===== src/rtl/i2c_reg_bridge_if.sv =====
// Byte streams between the I2C slave byte engine and the register bridge.
// rx carries received bytes to the bridge, tx carries bytes back to the engine.
interface i2c_reg_bridge_if;
  logic [7:0] rx_tdata;
  logic       rx_tvalid;
  logic       rx_tready;
  logic       rx_tlast;
  logic [7:0] tx_tdata;
  logic       tx_tvalid;
  logic       tx_tready;
  logic       tx_tlast;

  modport master (
    output rx_tdata,
    output rx_tvalid,
    output rx_tlast,
    input  rx_tready,
    input  tx_tdata,
    input  tx_tvalid,
    input  tx_tlast,
    output tx_tready
  );

  modport slave (
    input  rx_tdata,
    input  rx_tvalid,
    input  rx_tlast,
    output rx_tready,
    output tx_tdata,
    output tx_tvalid,
    output tx_tlast,
    input  tx_tready
  );
endinterface


===== src/rtl/i2c_reg_bridge.sv =====
// Register map behind an I2C slave: pointer byte, then auto-incrementing
// register writes; reads stream registers from the pointer.
module i2c_reg_bridge #(
  parameter int NUM_REGS = 16,
  parameter int ADDR_W   = 4,
  parameter int RO_BASE  = 12
) (
  input  logic                clk,
  input  logic                rst_n,
  i2c_reg_bridge_if.slave     bus,
  input  logic [8*((NUM_REGS > RO_BASE) ?
                 (NUM_REGS - RO_BASE) : 1)-1:0] ro_in,
  output logic [8*RO_BASE-1:0] reg_q,
  output logic                reg_wr,
  output logic [ADDR_W-1:0]   reg_wr_addr,
  output logic [7:0]          reg_wr_data
);

  typedef enum logic {
    PTR,
    DATA
  } state_t;

  localparam logic [ADDR_W:0]   RO_LIM = (ADDR_W+1)'(RO_BASE);
  localparam logic [ADDR_W-1:0] ONE    = 1;

  state_t              state, state_d;
  logic [ADDR_W-1:0]   ptr, ptr_d;
  logic                rdy;
  logic                reload, reload_d;
  logic                tv, tv_d;
  logic [7:0]          td, td_d;
  logic [8*RO_BASE-1:0] regs_d;
  logic                wr_d;
  logic [ADDR_W-1:0]   wa_d;
  logic [7:0]          wd_d;
  logic [8*NUM_REGS-1:0] view;
  logic                beat;
  logic                hs;
  logic                ptr_rw;

  generate
    if (RO_BASE < NUM_REGS) begin : g_ro
      assign view = {ro_in, reg_q};
    end else begin : g_no_ro
      assign view = reg_q;
    end
  endgenerate

  assign bus.rx_tready = rdy;
  // tx is masked whenever rx is active so the two never handshake together
  assign bus.tx_tvalid = tv & ~bus.rx_tvalid;
  assign bus.tx_tdata  = td;
  assign bus.tx_tlast  = 1'b0;

  assign beat   = bus.rx_tvalid & rdy;
  assign hs     = bus.tx_tvalid & bus.tx_tready;
  assign ptr_rw = {1'b0, ptr} < RO_LIM;

  always_comb begin
    state_d  = state;
    ptr_d    = ptr;
    regs_d   = reg_q;
    wr_d     = 1'b0;
    wa_d     = reg_wr_addr;
    wd_d     = reg_wr_data;
    // rdy is low only in the first cycle after reset: initial reload
    reload_d = beat | hs | ~rdy;
    tv_d     = (tv | reload) & ~(beat | hs);
    td_d     = reload ? view[{ptr, 3'b000} +: 8] : td;
    unique case (1'b1)
      beat && (state == PTR): begin
        ptr_d   = bus.rx_tdata[ADDR_W-1:0];
        state_d = bus.rx_tlast ? PTR : DATA;
      end
      beat && (state == DATA): begin
        if (ptr_rw) begin
          regs_d[{ptr, 3'b000} +: 8] = bus.rx_tdata;
          wr_d = 1'b1;
          wa_d = ptr;
          wd_d = bus.rx_tdata;
        end
        ptr_d = ptr + ONE;
        if (bus.rx_tlast) state_d = PTR;
      end
      hs: begin
        ptr_d = ptr + ONE;
      end
      default: ;
    endcase
  end

  always_ff @(posedge clk or negedge rst_n) begin
    if (!rst_n) begin
      state       <= PTR;
      ptr         <= '0;
      rdy         <= 1'b0;
      reload      <= 1'b0;
      tv          <= 1'b0;
      td          <= 8'h00;
      reg_q       <= '0;
      reg_wr      <= 1'b0;
      reg_wr_addr <= '0;
      reg_wr_data <= 8'h00;
    end else begin
      state       <= state_d;
      ptr         <= ptr_d;
      rdy         <= 1'b1;
      reload      <= reload_d;
      tv          <= tv_d;
      td          <= td_d;
      reg_q       <= regs_d;
      reg_wr      <= wr_d;
      reg_wr_addr <= wa_d;
      reg_wr_data <= wd_d;
    end
  end

endmodule

===== src/flat_wrapper.sv =====
// flat-port wrapper written by rule: the top's interface ports become plain ports
module i2c_reg_bridge_flat 
#(
  parameter int NUM_REGS = 16,
  parameter int ADDR_W   = 4,
  parameter int RO_BASE  = 12
)
  (clk, rst_n, ro_in, reg_q, reg_wr, reg_wr_addr, reg_wr_data, bus_rx_tdata, bus_rx_tvalid, bus_rx_tlast, bus_rx_tready, bus_tx_tdata, bus_tx_tvalid, bus_tx_tlast, bus_tx_tready);
  i2c_reg_bridge_if bus_i ();
  input  logic clk;
  input  logic rst_n;
  input  logic [8*((NUM_REGS > RO_BASE) ?
                 (NUM_REGS - RO_BASE) : 1)-1:0] ro_in;
  output logic [8*RO_BASE-1:0] reg_q;
  output logic reg_wr;
  output logic [ADDR_W-1:0] reg_wr_addr;
  output logic [7:0] reg_wr_data;
  input wire logic [$bits(bus_i.rx_tdata)-1:0] bus_rx_tdata;
  input wire logic [$bits(bus_i.rx_tvalid)-1:0] bus_rx_tvalid;
  input wire logic [$bits(bus_i.rx_tlast)-1:0] bus_rx_tlast;
  output wire logic [$bits(bus_i.rx_tready)-1:0] bus_rx_tready;
  output wire logic [$bits(bus_i.tx_tdata)-1:0] bus_tx_tdata;
  output wire logic [$bits(bus_i.tx_tvalid)-1:0] bus_tx_tvalid;
  output wire logic [$bits(bus_i.tx_tlast)-1:0] bus_tx_tlast;
  input wire logic [$bits(bus_i.tx_tready)-1:0] bus_tx_tready;
  assign bus_i.rx_tdata = bus_rx_tdata;
  assign bus_i.rx_tvalid = bus_rx_tvalid;
  assign bus_i.rx_tlast = bus_rx_tlast;
  assign bus_rx_tready = bus_i.rx_tready;
  assign bus_tx_tdata = bus_i.tx_tdata;
  assign bus_tx_tvalid = bus_i.tx_tvalid;
  assign bus_tx_tlast = bus_i.tx_tlast;
  assign bus_i.tx_tready = bus_tx_tready;
  i2c_reg_bridge #(.NUM_REGS(NUM_REGS), .ADDR_W(ADDR_W), .RO_BASE(RO_BASE)) u_core (.clk(clk), .rst_n(rst_n), .bus(bus_i), .ro_in(ro_in), .reg_q(reg_q), .reg_wr(reg_wr), .reg_wr_addr(reg_wr_addr), .reg_wr_data(reg_wr_data));
endmodule

===== config.mk =====
export PLATFORM = sky130hd
export DESIGN_NAME = i2c_reg_bridge_flat
export DESIGN_NICKNAME = d
export VERILOG_FILES = /design/src/rtl/i2c_reg_bridge_if.sv /design/src/rtl/i2c_reg_bridge.sv /design/src/flat_wrapper.sv
export SDC_FILE = /design/constraint.sdc
export NUM_CORES = 1
export LEC_CHECK = 0
export ABC_AREA = 1
export CORE_ASPECT_RATIO = 0.5
export CORE_MARGIN = 3
export CORE_UTILIZATION = 35
export CTS_BUF_LIST = sky130_fd_sc_hd__clkbuf_8
export DETAILED_ROUTE_END_ITERATION = 6
export DONT_BUFFER_PORTS = 1
export GPL_TIMING_DRIVEN = 0
export HOLD_SLACK_MARGIN = 0.15
export SLEW_MARGIN = 20
export SYNTH_ARGS = -nofsm -noshare
export SYNTH_HDL_FRONTEND = slang
export SYNTH_SLANG_ARGS = --single-unit

===== constraint.sdc =====
create_clock -name clk -period 2.6 [get_ports clk]
set_input_delay 0.78 -clock clk [delete_from_list [all_inputs] [get_ports clk]]
set_output_delay 0.78 -clock clk [all_outputs]
set_load 0.005 [all_outputs]

==> results.yml, run 1 <==
status:
  outcome: "complete, no violations"
route:
  avgViaCountPerCell: 5.02
  ant_nets: 0
  drc_errors: 0
  wire_per_inst_um: 19.9
  drtIter0Drc: 615
  dr.pass1.iters: 5
  vias: 6154
  drt_wl_total_mm: 24.5
clock_network:
  post_cts_buffers: 0
  clock_latency_ns: 0.44
  root_buffer: "clkbuf_8"
  cts_tree: "yes"
  clockBufferDepth: 2
  numCtsBuffers: 17
  htreeDepth: 4
  path_clk_slew_ns: 0.08
  cts.sinks: 125
sta:
  fin_crit_ns: 2.46
  clock_skew_ns: 0.0150
  max_freq_ghz: 0.406
  finalCritPeriodShare_pct: 94.6
  worst_pin_slew_ns: 0.784
  slew_headroom_pct: 47.7
  setup_viol: 0
  rsz0062_at_grt: "no"
  drv_slew: 0
  final_hold_viol_count: 0
  tns_ns: 0
worst_setup_path:
  r2r_end: "u_core.reg_q[5]$_DFFE_PN0P_"
  end_kind: "flip-flop"
  critPathArrivalTime_ns: 2.78
  regToRegStartpoint: "u_core.ptr[0]$_DFFE_PN0P_"
  reg2reg_depth: 9
  r2r_setup_slack_ns: 0.14
  crit_slowest_cell: "dfrtp_2"
  crit_chain: "inv_2 -> buf_4 -> buf_4 -> ha_1 -> nand2_2 -> nor2_4 -> nand4_2 -> nor2_4 -> o22ai_1"
  critPathTopFamily: "simple AND/OR/NAND/NOR gates"
  cp-start-kind: "flip-flop"
  worstSetupPathType: "reg -> reg"
  critPathBufInv: 3
  cp.required_ns: 2.92
  critPathMaxFanout: 10
  cp_slowest_stage_delay_ns: 0.46
placed_design:
  placed_cell_area_um2: 7030
  gp_congestion: 0.978
  place_hpwl_mm: 18.9
  dp_cells: 1195
  port_buffers: 0
floorplanning:
  die_w_um: 202
  fp.dieH_um: 104
  rows: 35
  io_pins: 165
  core_um2: 18600
  design.die.area_um2: 21000
  start_util_pct: 36.1
logic_synthesis:
  syn_inst: 936
  synth_cell_types: 29
  ys_seq_area_share_pct: 46.6
  ys_ff_latch: 125
  syn-num-nets: 985
  postSynthAreaPerCell_um2: 7.17
  ys.warnings.count: 0
  synth_area_um2: 6710
global_routing:
  antenna_found_initial: 0
  grt_pass1_vias: 5702
  grt_max_degree: 126
  grt-ovfl-total: 0
  grt.total_usage_pct: 23.0
  grt_pass1_wl_mm: 36.3
cells_and_area:
  final_common_cell: "nand2_1"
  drive_gt1_share_pct: 9.20
  syn_to_final_growth_pct: 10.8
  layout_common_cells: "313 x nand2_1, 151 x inv_1, 124 x dfrtp_1, 77 x nand3_1, 69 x o21ai_1"
  fillers: 1963
  antenna_cells: 0
  fin_cells: 1226
  final_nets: 1004
  fin_area_um2: 7430
power:
  sequentialPowerShare_pct: 45.1
  clockPowerShare_pct: 24.0
  irDropWorstVdd_mv: 0.391
  cellPowerDensity_nw_per_um2: 896
  p_sw_mw: 2.80
  power.leakage_nw: 3.61
  p_int_mw: 3.86
  p_comb_share_pct: 31.0
  swShare_pct: 42.1
hold_path:
  min_path_type: "in -> async"
job:
  cap_viol_max_count: 0
[per-layer routing]
layer	routed length (um)	part of all wire (%)	global-route usage, %
met5	0	0	0
met4	402	1.6	4.48
met3	2380	9.7	8.03
met2	10400	42	34.1
met1	11300	46	32.8
[how the worst max path moves through the flow]
stage                               from                            to  slack [ns]  cells after the start
6_report       u_core.ptr[0]$_DFFE_PN0P_   u_core.reg_q[5]$_DFFE_PN0P_        0.14                      9
5_1_grt        u_core.ptr[0]$_DFFE_PN0P_  u_core.reg_q[55]$_DFFE_PN0P_       0.001                     11
4_1_cts        u_core.ptr[1]$_DFFE_PN0P_  u_core.reg_q[55]$_DFFE_PN0P_       0.004                     11
3_5_place_dp   u_core.ptr[1]$_DFFE_PN0P_  u_core.reg_q[55]$_DFFE_PN0P_       -0.68                     11
3_3_place_gp   u_core.ptr[1]$_DFFE_PN0P_  u_core.reg_q[55]$_DFFE_PN0P_       -0.66                     11
2_1_floorplan  u_core.ptr[1]$_DFFE_PN0P_  u_core.reg_q[54]$_DFFE_PN0P_        0.21                     11
[layout make-up]
cell class	count	area [um^2]	area share, %
buffer	44	245	3.30
clock buffer	19	262	3.52
clock inverter	12	100	1.35
inverter	157	598	8.05
multi-input combinational	610	2770	37.3
sequential	125	3130	42.1
tap	259	324	4.36
[power groups by stage]
stage / clock, mW / sequential (mW) / combinational (mW)
CTS: 1.62 / 3.02 / 2.02
floorplan: 0 / 2.78 / 1.45
finish: 1.60 / 3.00 / 2.06
global placement: 0 / 3.05 / 1.95
detailed placement: 0 / 3.06 / 1.98
global route: 1.70 / 3.09 / 2.31
[cells by family after synthesis]
kind of cell / share of synthesized area, %
simple gates: 30.4
buf+inv: 12.3
flops: 46.6
compound gates: 9.30
fa+ha+maj: 0.746
xor+xnor: 0.541
other cells: 0.112
[registers in the layout, summed over array words and instances, names as in the netlist]
signal and count:
u_core.bus.tx_tdata 8, u_core.ptr 4, u_core.reg_wr 1, u_core.bus.rx_tready 1
u_core.tv 1, u_core.reg_q 96, u_core.reload 1, u_core.reg_wr_addr 4
u_core.reg_wr_data 8, u_core.state 1
[worst register-to-register path: cells and delay by family (launching register included)]
kind | cells | cell delay, ns
DFF | 1 | 0.46
buffers and inverters | 3 | 0.60
and+or+nand+nor | 4 | 0.86
AOI/OAI and AO/OA | 1 | 0.10
adders and majority gates | 1 | 0.32
[Yosys cell counts]
| master | count | area share, % |
|---|---|---|
| a21oi_1 | 4 | 0.30 |
| buf_1 | 10 | 0.56 |
| buf_2 | 12 | 0.90 |
| buf_4 | 3 | 0.34 |
| buf_6 | 5 | 0.84 |
| clkbuf_1 | 14 | 0.78 |
| clkinv_1 | 2 | 0.11 |
| conb_1 | 2 | 0.11 |
| dfrtp_1 | 125 | 47 |
| ha_1 | 4 | 0.75 |
| inv_1 | 149 | 8.3 |
| inv_2 | 4 | 0.22 |
| inv_4 | 2 | 0.19 |
| nand2_1 | 316 | 18 |
| nand2_2 | 6 | 0.56 |
| nand3_1 | 77 | 5.7 |
| nand3_2 | 4 | 0.60 |
| nand4_2 | 1 | 0.19 |
| nor2_1 | 48 | 2.7 |
| nor2_2 | 5 | 0.47 |
| nor2_4 | 6 | 1.0 |
| nor2_8 | 1 | 0.30 |
| nor3_1 | 16 | 1.2 |
| o211ai_1 | 1 | 0.11 |
| o21ai_0 | 39 | 2.9 |
| o21ai_1 | 69 | 5.1 |
| o22ai_1 | 9 | 0.84 |
| xnor2_4 | 1 | 0.41 |
| xor2_1 | 1 | 0.13 |
[stage by stage]
step | setup WS (ns) | util [%] | total power [mW] | hold slack, ns
2_1_floorplan | 0.212 | - | 4.23 | 0.454
3_3_place_gp | -0.664 | 37.8 | 5.01 | 0.471
3_5_place_dp | -0.683 | 37.8 | 5.04 | 0.487
4_1_cts | 0.00434 | 39.9 | 6.66 | 0.0143
5_1_grt | 0.00131 | 39.9 | 7.10 | 0.0158
6_report | 0.140 | 39.9 | 6.66 | 0.0307
[timing repair]
action,4_1_cts,5_1_grt
hold endpoints to repair,125,125
setup endpoints to repair,96,48
pin swaps,0,1
gates resized for setup,12,6
Power figures use the tool's default switching activity.
==> run 2, diff against run 1 <==
- clock period: 2.6 -> 3 ns (I/O delays scaled with it)
==> results.yml, run 2 (synthesis gave the netlist of run 1 again) <==
worst_setup_path:
  cp.required_ns: 3.31
  critPathMaxFanout: 19
  worstSetupPathType: "reg -> reg"
  reg2reg_depth: 10
  cp-start-kind: "flip-flop"
  critPathArrivalTime_ns: 3.12
  end_kind: "flip-flop"
sta:
  slew_headroom_pct: 47.9
  setup_viol: 0
  max_freq_ghz: 0.356
  fin_crit_ns: 2.81
  tns_ns: 0
  finalCritPeriodShare_pct: 93.6
  drv_slew: 0
  final_hold_viol_count: 0
  clock_skew_ns: 0.0163
  worst_pin_slew_ns: 0.781
  rsz0062_at_grt: "no"
power:
  power.leakage_nw: 3.63
  cellPowerDensity_nw_per_um2: 777
  irDropWorstVdd_mv: 0.331
clock_network:
  clock_latency_ns: 0.44
  clockBufferDepth: 2
  root_buffer: "clkbuf_8"
  cts_tree: "yes"
  post_cts_buffers: 0
  numCtsBuffers: 17
  htreeDepth: 4
  path_clk_slew_ns: 0.07
  cts.sinks: 125
cells_and_area:
  final_nets: 1006
  final_common_cell: "nand2_1"
  fin_cells: 1228
  largest_register_ffs: 96
  drive_gt1_share_pct: 8.67
  syn_to_final_growth_pct: 11.1
  fin_util_pct: 40.0
  antenna_cells: 0
  top_register: "u_core.reg_q"
  fin_area_um2: 7450
  layout_common_cells: "316 x nand2_1, 151 x inv_1, 125 x dfrtp_1, 77 x nand3_1, 69 x o21ai_1"
global_routing:
  grt_pass1_wl_mm: 36.8
  grt_max_degree: 93
  grt.total_usage_pct: 23.4
  antenna_found_initial: 0
  grt_pass1_vias: 5697
  grt-ovfl-total: 0
route:
  vias: 6137
  dr.pass1.iters: 5
  drc_errors: 0
  ant_nets: 0
  drt_wl_total_mm: 24.8
  avgViaCountPerCell: 5.00
  wire_per_inst_um: 20.2
  drtIter0Drc: 569
placed_design:
  dp_cells: 1195
  gp_congestion: 0.978
  place_hpwl_mm: 18.9
  placed_cell_area_um2: 7030
  port_buffers: 0
floorplanning:
  die_w_um: 202
  design.die.area_um2: 21000
  io_pins: 165
  core_um2: 18600
  fp.dieH_um: 104
  rows: 35
  start_util_pct: 36.1
hold_path:
  min_path_type: "in -> async"
job:
  cap_viol_max_count: 0
status:
  outcome: "complete, no violations"
-- run 2: changes by cell type in the layout (fill, tap and decap cells not counted), sizes merged --
cell,delta
inv,-1
clkinv,+1
dlygate4sd3,+1
clkbuf,+1
-- run 2: path summary, 6_finish.rpt --
path / startpoint / to / slack, ns
worst min register to register: u_core.state$_DFFE_PN0P_ / u_core.state$_DFFE_PN0P_ / 0.50
worst min-delay path: rst_n / u_core.reg_wr_addr[3]$_DFFE_PN0P_ / 0.29
worst max-delay path: u_core.ptr[1]$_DFFE_PN0P_ / u_core.reg_q[55]$_DFFE_PN0P_ / 0.19
worst max register to register: u_core.ptr[1]$_DFFE_PN0P_ / u_core.reg_q[55]$_DFFE_PN0P_ / 0.19
min in group clk: u_core.state$_DFFE_PN0P_ / u_core.state$_DFFE_PN0P_ / 0.50
max in group asynchronous: rst_n / u_core.reg_q[93]$_DFFE_PN0P_ / 1.83
-- run 2: power by group --
part | switching, mW | internal (mW)
clock | 0.700 | 0.685
combinational | 1.25 | 0.554
sequential | 0.502 | 2.10
-- run 2: timing repair --
action,CTS,global route
hold buffers,3,0
endpoints found under the hold margin,92,0
resized for setup,3,1
setup endpoints to repair,32,41
-- run 2: cell type report --
cell class                      instances  area, um^2
Clock buffer                           19         262
Fill cell                            1967       11200
Buffer                                 43         228
Tap cell                              259         324
Inverter                              157         596
Multi-Input combinational cell        610        2760
Timing Repair Buffer                    3        57.6
Sequential cell                       125        3130
Clock inverter                         12         100
-- run 2: worst max-delay path: stages (launching register included) --
cell and delay, ns:
dfrtp_1 0.41, buf_2 0.28, clkinv_2 0.36, ha_1 0.43, clkbuf_2 0.25, nand3_1 0.19
nor2_2 0.18, nand2_1 0.20, buf_2 0.25, nand2_1 0.07, o21ai_1 0.06
-- run 2: routing by layer --
layer / wire, um / track usage [%]
met1: 11600 / 33.5
met2: 10600 / 34.4
met3: 2340 / 8.16
met4: 267 / 4.53
met5: 0 / 0
-- run 2: per-stage QoR --
stage               setup WS, ns  hold WS, ns  power [mW]
finish                     0.193        0.288        5.79
global route              0.0301        0.292        6.18
CTS                       0.0581        0.281        5.80
detailed placement        -0.283        0.487        4.37
global placement          -0.264        0.471        4.34
floorplan                  0.612        0.454        3.66
==> run 3, diff against run 2 <==
- clock period: 3 -> 3.2 ns (I/O delays scaled with it)
==> results.yml, run 3 (synthesis gave the netlist of run 1 again) <==
floorplanning:
  io_pins: 165
  design.die.area_um2: 21000
  fp.dieH_um: 104
  die_w_um: 202
  core_um2: 18600
  start_util_pct: 36.1
  rows: 35
clock_network:
  numCtsBuffers: 17
  cts_tree: "yes"
  clockBufferDepth: 2
  htreeDepth: 4
  path_clk_slew_ns: 0.07
  cts_hold_buf: 0
  root_buffer: "clkbuf_8"
  cts.sinks: 125
  clock_latency_ns: 0.44
placed_design:
  port_buffers: 0
  place_hpwl_mm: 18.9
  dp_cells: 1195
  gp_congestion: 0.978
  placed_cell_area_um2: 7030
cells_and_area:
  fin_area_um2: 7400
  top_register: "u_core.reg_q"
  largest_register_ffs: 96
  seqCellArea_um2: 3130
  fillers: 1971
  multiInputGateArea_um2: 2760
  syn_to_final_growth_pct: 10.3
  fin_util_pct: 39.8
  antenna_cells: 0
  final_nets: 1004
  drive_gt1_share_pct: 8.48
  fin_cells: 1226
  final_common_cell: "nand2_1"
  layout_common_cells: "316 x nand2_1, 151 x inv_1, 125 x dfrtp_1, 77 x nand3_1, 69 x o21ai_1"
route:
  wire_per_inst_um: 19.9
  dr.pass1.iters: 5
  drc_errors: 0
  ant_nets: 0
  avgViaCountPerCell: 4.96
  drt_wl_total_mm: 24.4
  vias: 6087
  drtIter0Drc: 647
worst_setup_path:
  end_kind: "flip-flop"
  cp-start-kind: "flip-flop"
  cp.required_ns: 3.51
  critPathMaxFanout: 10
  critPathArrivalTime_ns: 3.32
  worstSetupPathType: "reg -> reg"
sta:
  final_hold_viol_count: 0
  slew_headroom_pct: 46.5
  max_freq_ghz: 0.332
  rsz0062_at_grt: "no"
  worst_pin_slew_ns: 0.802
  fin_crit_ns: 3.01
  hold_slack_ns: 0.220
  clock_skew_ns: 0.0154
  drv_slew: 0
  finalCritPeriodShare_pct: 94.0
  setup_viol: 0
global_routing:
  grt-ovfl-total: 0
  antenna_found_initial: 0
  grt_pass1_vias: 5688
  grt.total_usage_pct: 23.0
  grt_max_degree: 126
  grt_pass1_wl_mm: 36.3
hold_path:
  min_path_type: "in -> async"
job:
  cap_viol_max_count: 0
status:
  outcome: "complete, no violations"
power:
  cellPowerDensity_nw_per_um2: 729
  power.leakage_nw: 3.60
  irDropWorstVdd_mv: 0.310
run 3: changes by cell type in the layout (fill, tap and decap cells not counted), sizes merged:
| cell | change |
|---|---|
| dlygate4sd3 | -1 |
| clkinvlp | +1 |
| buf | -1 |
| clkinv | -1 |
run 3: final cells by class:
type,instances,share of cell area [%]
flip-flops and latches,125,42.3
multi-input cells,610,37.3
inverters,157,8.08
well taps,259,4.38
clock buffers,19,3.53
plain buffers,44,3.13
clock inverters,12,1.35
run 3: stage by stage:
| stage | power [mW] | TNS (ns) | setup WS (ns) |
|---|---|---|---|
| after global routing | 5.75 | 0 | 0.0384 |
| after detailed placement | 4.10 | -0.338 | -0.0826 |
| final | 5.40 | 0 | 0.191 |
| after floorplan | 3.44 | 0 | 0.812 |
| after CTS | 5.40 | 0 | 0.0785 |
| after global placement | 4.07 | -0.153 | -0.0640 |
run 3: path summary, 6_finish.rpt:
kind	from	endpoint	slack [ns]	cells past startpoint
worst max-delay path	u_core.ptr[0]$_DFFE_PN0P_	u_core.reg_q[55]$_DFFE_PN0P_	0.19	11
worst min-delay path	rst_n	u_core.bus.tx_tdata[6]$_DFFE_PN0P_	0.22	0
worst max register to register	u_core.ptr[0]$_DFFE_PN0P_	u_core.reg_q[55]$_DFFE_PN0P_	0.19	11
worst min register to register	u_core.state$_DFFE_PN0P_	u_core.state$_DFFE_PN0P_	0.50	2
max in group asynchronous	rst_n	u_core.bus.tx_tdata[0]$_DFFE_PN0P_	2.67	0
min in group clk	u_core.state$_DFFE_PN0P_	u_core.state$_DFFE_PN0P_	0.50	2
run 3: power breakdown:
group / internal (mW) / switching [mW]
logic: 0.514 / 1.14
registers: 1.97 / 0.472
clock network: 0.642 / 0.658
run 3: critical path, cell delays in order, from the launching register on:
cell,delay [ns]
dfrtp_1,0.47
inv_2,0.17
buf_2,0.31
buf_1,0.46
ha_1,0.24
clkbuf_2,0.26
nand3_1,0.20
nor2_2,0.19
nand2_1,0.21
buf_2,0.25
nand2_1,0.07
o21ai_1,0.06
run 3: what timing repair did:
item,CTS,global route
buffers inserted,0,0
resized for setup,1,3
pin swaps,0,0
endpoints found under the setup margin,16,28
run 3: routing by layer:
metal | track usage (%) | wire [um]
met5 | 0 | 0
met4 | 4.48 | 314
met3 | 8.16 | 2440
met2 | 34.0 | 10400
met1 | 32.8 | 11300
